===== src/rtl/stack_unit.sv =====
`default_nettype none
// ============================================================================
//  Module   : stack_unit
//  Purpose  : LIFO operand stack answering the control unit's push, pop and
//             exchange requests, with a one-cycle done acknowledge and
//             sticky overflow/underflow flags.
//  Revision : 1.0  initial release
// ============================================================================
module stack_unit #(
    parameter int WIDTH = 16,
    parameter int DEPTH = 16,
    parameter int PTR_W = 4
) (
    input  logic             clk,
    input  logic             rst,
    input  logic             en,
    input  logic             psh,
    input  logic             pop,
    input  logic             clr_err,
    input  logic [WIDTH-1:0] data_in,
    output logic [WIDTH-1:0] data_out,
    output logic [WIDTH-1:0] tos,
    output logic [PTR_W:0]   sp,
    output logic             full,
    output logic             empty,
    output logic             busy,
    output logic             done,
    output logic             ovf,
    output logic             unf
);

    typedef enum logic [1:0] {
        S_IDLE   = 2'd0,
        S_POP_RD = 2'd1,
        S_ACK    = 2'd2
    } state_t;

    localparam logic [PTR_W:0]   c_sp_one  = (PTR_W+1)'(1);
    localparam logic [PTR_W:0]   c_sp_full = (PTR_W+1)'(DEPTH);
    localparam logic [PTR_W-1:0] c_idx_one = PTR_W'(1);

    state_t             state_q, state_d;
    logic [PTR_W:0]     sp_q, sp_d;
    logic [WIDTH-1:0]   dout_q, dout_d;
    logic               ovf_q, ovf_d;
    logic               unf_q, unf_d;
    logic [WIDTH-1:0]   mem_q [DEPTH];

    logic               w_full;
    logic               w_empty;
    logic [PTR_W-1:0]   w_top_idx;
    logic               w_we;
    logic [PTR_W-1:0]   w_waddr;
    logic               w_ovf_set;
    logic               w_unf_set;

    // Occupancy flags and index of the current top entry. When sp == DEPTH the
    // low pointer bits are zero, so the wrapped subtraction still lands on DEPTH-1.
    assign w_full    = (sp_q == c_sp_full);
    assign w_empty   = (sp_q == '0);
    assign w_top_idx = sp_q[PTR_W-1:0] - c_idx_one;

    // Next-state, pointer, read-data and array-write decode.
    always_comb begin
        state_d   = state_q;
        sp_d      = sp_q;
        dout_d    = dout_q;
        w_we      = 1'b0;
        w_waddr   = sp_q[PTR_W-1:0];
        w_ovf_set = 1'b0;
        w_unf_set = 1'b0;
        case (state_q)
            S_IDLE: begin
                if (en && psh && !pop) begin
                    if (!w_full) begin
                        w_we  = 1'b1;
                        sp_d  = sp_q + c_sp_one;
                    end else begin
                        w_ovf_set = 1'b1;
                    end
                    state_d = S_ACK;
                end else if (en && pop && !psh) begin
                    if (!w_empty) begin
                        sp_d    = sp_q - c_sp_one;
                        state_d = S_POP_RD;
                    end else begin
                        w_unf_set = 1'b1;
                        state_d   = S_ACK;
                    end
                end else if (en && psh && pop) begin
                    // Exchange: old top leaves on data_out, new operand replaces it.
                    if (!w_empty) begin
                        dout_d  = mem_q[w_top_idx];
                        w_we    = 1'b1;
                        w_waddr = w_top_idx;
                    end else begin
                        w_unf_set = 1'b1;
                    end
                    state_d = S_ACK;
                end
            end
            S_POP_RD: begin
                // sp already points at the popped slot.
                dout_d  = mem_q[sp_q[PTR_W-1:0]];
                state_d = S_ACK;
            end
            S_ACK: begin
                state_d = S_IDLE;
            end
            default: begin
                state_d = S_IDLE;
            end
        endcase
        // A new error event wins over a simultaneous clear.
        ovf_d = w_ovf_set | (ovf_q & ~clr_err);
        unf_d = w_unf_set | (unf_q & ~clr_err);
    end

    // Control and status registers with synchronous reset.
    always_ff @(posedge clk) begin
        if (rst) begin
            state_q <= S_IDLE;
            sp_q    <= '0;
            dout_q  <= '0;
            ovf_q   <= 1'b0;
            unf_q   <= 1'b0;
        end else begin
            state_q <= state_d;
            sp_q    <= sp_d;
            dout_q  <= dout_d;
            ovf_q   <= ovf_d;
            unf_q   <= unf_d;
        end
    end

    // Storage array is never cleared; a write is suppressed while reset is high.
    always_ff @(posedge clk) begin
        if (w_we && !rst) begin
            mem_q[w_waddr] <= data_in;
        end
    end

    assign data_out = dout_q;
    assign tos      = w_empty ? '0 : mem_q[w_top_idx];
    assign sp       = sp_q;
    assign full     = w_full;
    assign empty    = w_empty;
    assign busy     = (state_q != S_IDLE);
    assign done     = (state_q == S_ACK);
    assign ovf      = ovf_q;
    assign unf      = unf_q;

endmodule
`default_nettype wire


===== config.mk =====
export PLATFORM = sky130hd
export DESIGN_NAME = stack_unit
export DESIGN_NICKNAME = d
export VERILOG_FILES = /design/src/rtl/stack_unit.sv
export SDC_FILE = /design/constraint.sdc
export NUM_CORES = 1
export LEC_CHECK = 0
export CORE_ASPECT_RATIO = 1.4
export CORE_MARGIN = 2
export CORE_UTILIZATION = 60
export DETAILED_ROUTE_END_ITERATION = 8
export PLACE_DENSITY = 0.86
export SLEW_MARGIN = 20
export SYNTH_ARGS = -nofsm -noshare
export SYNTH_HDL_FRONTEND = slang
export SYNTH_SLANG_ARGS = --single-unit

===== constraint.sdc =====
create_clock -name clk -period 9.5 [get_ports clk]
set_input_delay 1.9 -clock clk [delete_from_list [all_inputs] [get_ports clk]]
set_output_delay 1.9 -clock clk [all_outputs]
set_load 0.01 [all_outputs]

==> metrics.txt <==
# TYPE chip_impl_metric gauge
chip_impl_info{name="result_of_the_run",value="finished clean"} 1
chip_impl_metric{name="report.power.total",unit="mW"} 3.49
chip_impl_metric{name="numCtsBuffers",unit=""} 28
chip_impl_metric{name="max-cap-violations",unit=""} 0
chip_impl_metric{name="placement_rows",unit=""} 66
chip_impl_metric{name="dr_total_vias",unit=""} 9815
chip_impl_metric{name="avgRoutedWirePerCell",unit="um"} 27.3
chip_impl_metric{name="global_route.overflow_total",unit=""} 0
chip_impl_metric{name="yosys.cell_types.count",unit=""} 52
chip_impl_info{name="hold_path_class",value="reg -> reg"} 1
chip_impl_metric{name="routabilityCongestion",unit=""} 0.826
chip_impl_metric{name="port_buffers",unit=""} 64
chip_impl_metric{name="vdd_drop_max",unit="mV"} 0.177
chip_impl_metric{name="pwr_density_cell",unit="nW/um^2"} 215
chip_impl_metric{name="grt.total_usage",unit="%"} 30.7
chip_impl_metric{name="achievable-frequency",unit="MHz"} 136
chip_impl_metric{name="worst-path-max-fanout",unit=""} 73
chip_impl_metric{name="synthToLayoutAreaGrowth",unit="%"} 13.7
chip_impl_metric{name="clk_pin_slew",unit="ns"} 0.06
chip_impl_metric{name="first_global_vias",unit=""} 9775
chip_impl_metric{name="synth_seq_area_share",unit="%"} 58.1
chip_impl_info{name="tritoncts",value="built"} 1
chip_impl_metric{name="netlist.area_leader.share",unit="%"} 54.0
chip_impl_metric{name="setup.reg_to_reg.worst_slack",unit="ns"} 4.99
chip_impl_metric{name="final-hold-violation-count",unit=""} 0
chip_impl_metric{name="leakage",unit="nW"} 5.12
chip_impl_metric{name="largest_net_degree_at_the_start_of_global_routing",unit=""} 74
chip_impl_metric{name="synth.yosys.warnings",unit=""} 0
chip_impl_metric{name="number_of_antenna_violations_at_the_first_check_in_global_routing",unit=""} 1
chip_impl_metric{name="num-nets-final",unit=""} 1096
chip_impl_metric{name="drtAntennaViolNets",unit=""} 0
chip_impl_metric{name="setup_viol",unit=""} 0
chip_impl_metric{name="cts_setup_buffers",unit=""} 0
chip_impl_metric{name="cts.sinks",unit=""} 285
chip_impl_metric{name="die_height",unit="um"} 186
chip_impl_metric{name="min_delay_path_depth",unit=""} 2
chip_impl_metric{name="synthCells",unit=""} 1026
chip_impl_metric{name="total_nets_after_synthesis",unit=""} 1054
chip_impl_info{name="leading_cell_types_by_total_area_after_synthesis",value="sky130_fd_sc_hd__edfxtp_1, sky130_fd_sc_hd__mux2i_1, sky130_fd_sc_hd__mux4_2"} 1
chip_impl_metric{name="min_period_over_period",unit="%"} 77.1
chip_impl_metric{name="num_antenna_cells",unit=""} 0
chip_impl_metric{name="timing.max_slew.rel_slack",unit="%"} 21.0
chip_impl_info{name="critPathCapture",value="tos[12]"} 1
chip_impl_metric{name="totalNegativeSetupSlack",unit="ns"} 0
chip_impl_metric{name="ctsHoldBuffers",unit=""} 0
chip_impl_metric{name="worst_skew_pair.late_latency",unit="ns"} 0.57
chip_impl_info{name="critPathLaunch",value="sp[0]$_SDFFE_PP0P_"} 1
chip_impl_info{name="setup.worst_path.start_class",value="flip-flop"} 1
chip_impl_info{name="worst_setup_path_end_kind",value="output port"} 1
chip_impl_metric{name="clock_path_buffers",unit=""} 3
chip_impl_info{name="synth_top_cell_by_area",value="sky130_fd_sc_hd__edfxtp_1"} 1
chip_impl_metric{name="worst_r2r_path_depth",unit=""} 11
chip_impl_metric{name="clock_skews",unit="ns"} 0.0350
chip_impl_metric{name="synth-edff-count",unit=""} 256
chip_impl_metric{name="critPathRequiredTime",unit="ns"} 7.60
chip_impl_metric{name="hold_ws",unit="ns"} 0.459
chip_impl_metric{name="route.final.wire_length",unit="um"} 38100
chip_impl_metric{name="drt_pass1_iterations",unit=""} 5
chip_impl_metric{name="detailed_route_drc_error_count",unit=""} 0
chip_impl_metric{name="fp.coreArea",unit="sq um"} 23300
chip_impl_metric{name="avgViaCountPerCell",unit=""} 7.03
chip_impl_info{name="synthFlopType",value="sky130_fd_sc_hd__edfxtp_1"} 1
chip_impl_metric{name="cts_resized",unit=""} 0
chip_impl_info{name="r2r_start",value="sp[0]$_SDFFE_PP0P_"} 1
chip_impl_metric{name="io_pins",unit=""} 65
chip_impl_metric{name="netlist_area_pre_place",unit="sq um"} 14200
chip_impl_metric{name="post_synth.cell_area_avg",unit="sq um"} 13.9
chip_impl_metric{name="worst-slew-pin-transition",unit="ns"} 1.18
chip_impl_metric{name="htree_num_levels",unit=""} 1
chip_impl_metric{name="min_period",unit="ns"} 7.33
chip_impl_metric{name="dpl.hpwl",unit="um"} 21700
chip_impl_info{name="final_cell_mix",value="sky130_fd_sc_hd__edfxtp_1, sky130_fd_sc_hd__mux2i_1, sky130_fd_sc_hd__nand3_1"} 1
chip_impl_metric{name="drt_iter0_markers",unit=""} 1225
chip_impl_metric{name="setup_ws",unit="ns"} 2.17
chip_impl_metric{name="drv_slew",unit=""} 0
chip_impl_metric{name="die_ar",unit="sq um"} 25000
chip_impl_info{name="timing_worst_setup_path_type",value="reg -> out"} 1
chip_impl_metric{name="cp_data_arrival_time",unit="ns"} 5.43
chip_impl_info{name="r2r_end",value="mem_q[6][9]$_DFFE_PP_"} 1
chip_impl_info{name="cts_root_buffer",value="sky130_fd_sc_hd__clkbuf_16"} 1
chip_impl_info{name="layout_commonest_cell",value="sky130_fd_sc_hd__edfxtp_1"} 1
chip_impl_info{name="grt_setup_unrepaired",value="no"} 1
chip_impl_metric{name="wire_length_of_the_first_global_routing_pass",unit="um"} 57200
chip_impl_metric{name="number_of_register_bits_inferred_by_synthesis",unit=""} 285
chip_impl_metric{name="drive_above_1_share",unit="%"} 16.0
chip_impl_metric{name="asyncSetResetFlopFracSynth",unit="%"} 0
chip_impl_metric{name="detailedPlace.worstSlack",unit="ns"} 2.94
chip_impl_metric{name="floorplan.initialDensity",unit="%"} 61.1
chip_impl_metric{name="floorplan.die.width",unit="um"} 134
==> Yosys cell counts, types with 15 or more instances <==
cell,number
sky130_fd_sc_hd__mux2i_1,212
sky130_fd_sc_hd__nor3_1,22
sky130_fd_sc_hd__dfxtp_1,29
sky130_fd_sc_hd__a21oi_1,20
sky130_fd_sc_hd__nor2_1,43
sky130_fd_sc_hd__edfxtp_1,256
sky130_fd_sc_hd__nand3_1,136
sky130_fd_sc_hd__mux4_2,32
sky130_fd_sc_hd__nand2_1,20
sky130_fd_sc_hd__a311oi_1,15
sky130_fd_sc_hd__o2bb2ai_1,16
sky130_fd_sc_hd__clkbuf_1,34
sky130_fd_sc_hd__mux2_2,20
sky130_fd_sc_hd__buf_2,20
sky130_fd_sc_hd__nand4_1,33
sky130_fd_sc_hd__a22o_1,15
==> cells by family (layout without fill, tap and decap cells) <==
logic type	count (synthesis)	in the layout	synth area share (%)
flops	285	285	58.1
simple gates	274	274	9.97
mux	265	265	21.6
compound gates	97	97	5.51
buf+inv	92	156	3.58
xor+xnor	7	7	0.668
fa+ha+maj	6	6	0.580
==> registers in the layout, summed over array words and instances, names as in the netlist, named ones only <==
signal    cells
data_out     16
mem_q       256
ovf           1
state_q       2
sp            5
unf           1
==> per-stage QoR <==
stage | std cells | cell area (sq um) | utilization (%)
after floorplan | 1026 | 14200 | -
after global placement | 1343 | 15100 | 64.9
after global routing | 1396 | 16200 | 69.5
final | 1396 | 16200 | 69.5
after CTS | 1395 | 16200 | 69.4
after detailed placement | 1343 | 15100 | 64.9
==> layout make-up <==
| cell class | instances | area [sq um] |
|---|---|---|
| Tap cell | 306 | 383 |
| Inverter | 8 | 30.0 |
| Timing Repair Buffer | 96 | 901 |
| Sequential cell | 285 | 8270 |
| Fill cell | 1551 | 7100 |
| Multi-Input combinational cell | 649 | 5550 |
| Clock buffer | 33 | 749 |
| Clock inverter | 19 | 297 |
==> layer usage <==
metal | part of all wire, % | GRT usage [%] | up-vias
li1 | - | - | 4154
met1 | 35 | 40.2 | 4767
met2 | 48 | 50.4 | 753
met3 | 12 | 4.80 | 139
met4 | 5.0 | 15.2 | 2
met5 | 0.039 | 0 | -
==> report_power, final <==
group	leakage [nW]	total, mW	switching [mW]	internal (mW)
combinational	2.07	0.833	0.485	0.348
sequential	2.54	1.42	0.0291	1.39
clock	0.513	1.24	0.480	0.757
total	5.12	3.49	0.994	2.49
==> critical path, stage by stage, from the launching register on <==
cell,delay [ns]
sky130_fd_sc_hd__dfxtp_2,0.31
sky130_fd_sc_hd__buf_4,0.67
sky130_fd_sc_hd__inv_2,0.03
sky130_fd_sc_hd__buf_4,0.42
sky130_fd_sc_hd__ha_4,0.84
sky130_fd_sc_hd__buf_4,0.81
sky130_fd_sc_hd__mux2i_1,0.22
sky130_fd_sc_hd__nand3_1,0.13
sky130_fd_sc_hd__nand4_1,0.14
sky130_fd_sc_hd__mux2_2,0.31
sky130_fd_sc_hd__nor2_1,0.23
sky130_fd_sc_hd__clkdlybuf4s50_1,0.59
==> worst min-delay path by stage <==
| stage | startpoint | to | slack (ns) |
|---|---|---|---|
| 2_1_floorplan | unf$_SDFF_PP0_ | unf$_SDFF_PP0_ | 0.48 |
| 3_3_place_gp | unf$_SDFF_PP0_ | unf$_SDFF_PP0_ | 0.44 |
| 3_5_place_dp | unf$_SDFF_PP0_ | unf$_SDFF_PP0_ | 0.45 |
| 4_1_cts | unf$_SDFF_PP0_ | unf$_SDFF_PP0_ | 0.46 |
| 5_1_grt | unf$_SDFF_PP0_ | unf$_SDFF_PP0_ | 0.48 |
| 6_report | unf$_SDFF_PP0_ | unf$_SDFF_PP0_ | 0.46 |
(Power assumes the default switching activity.)
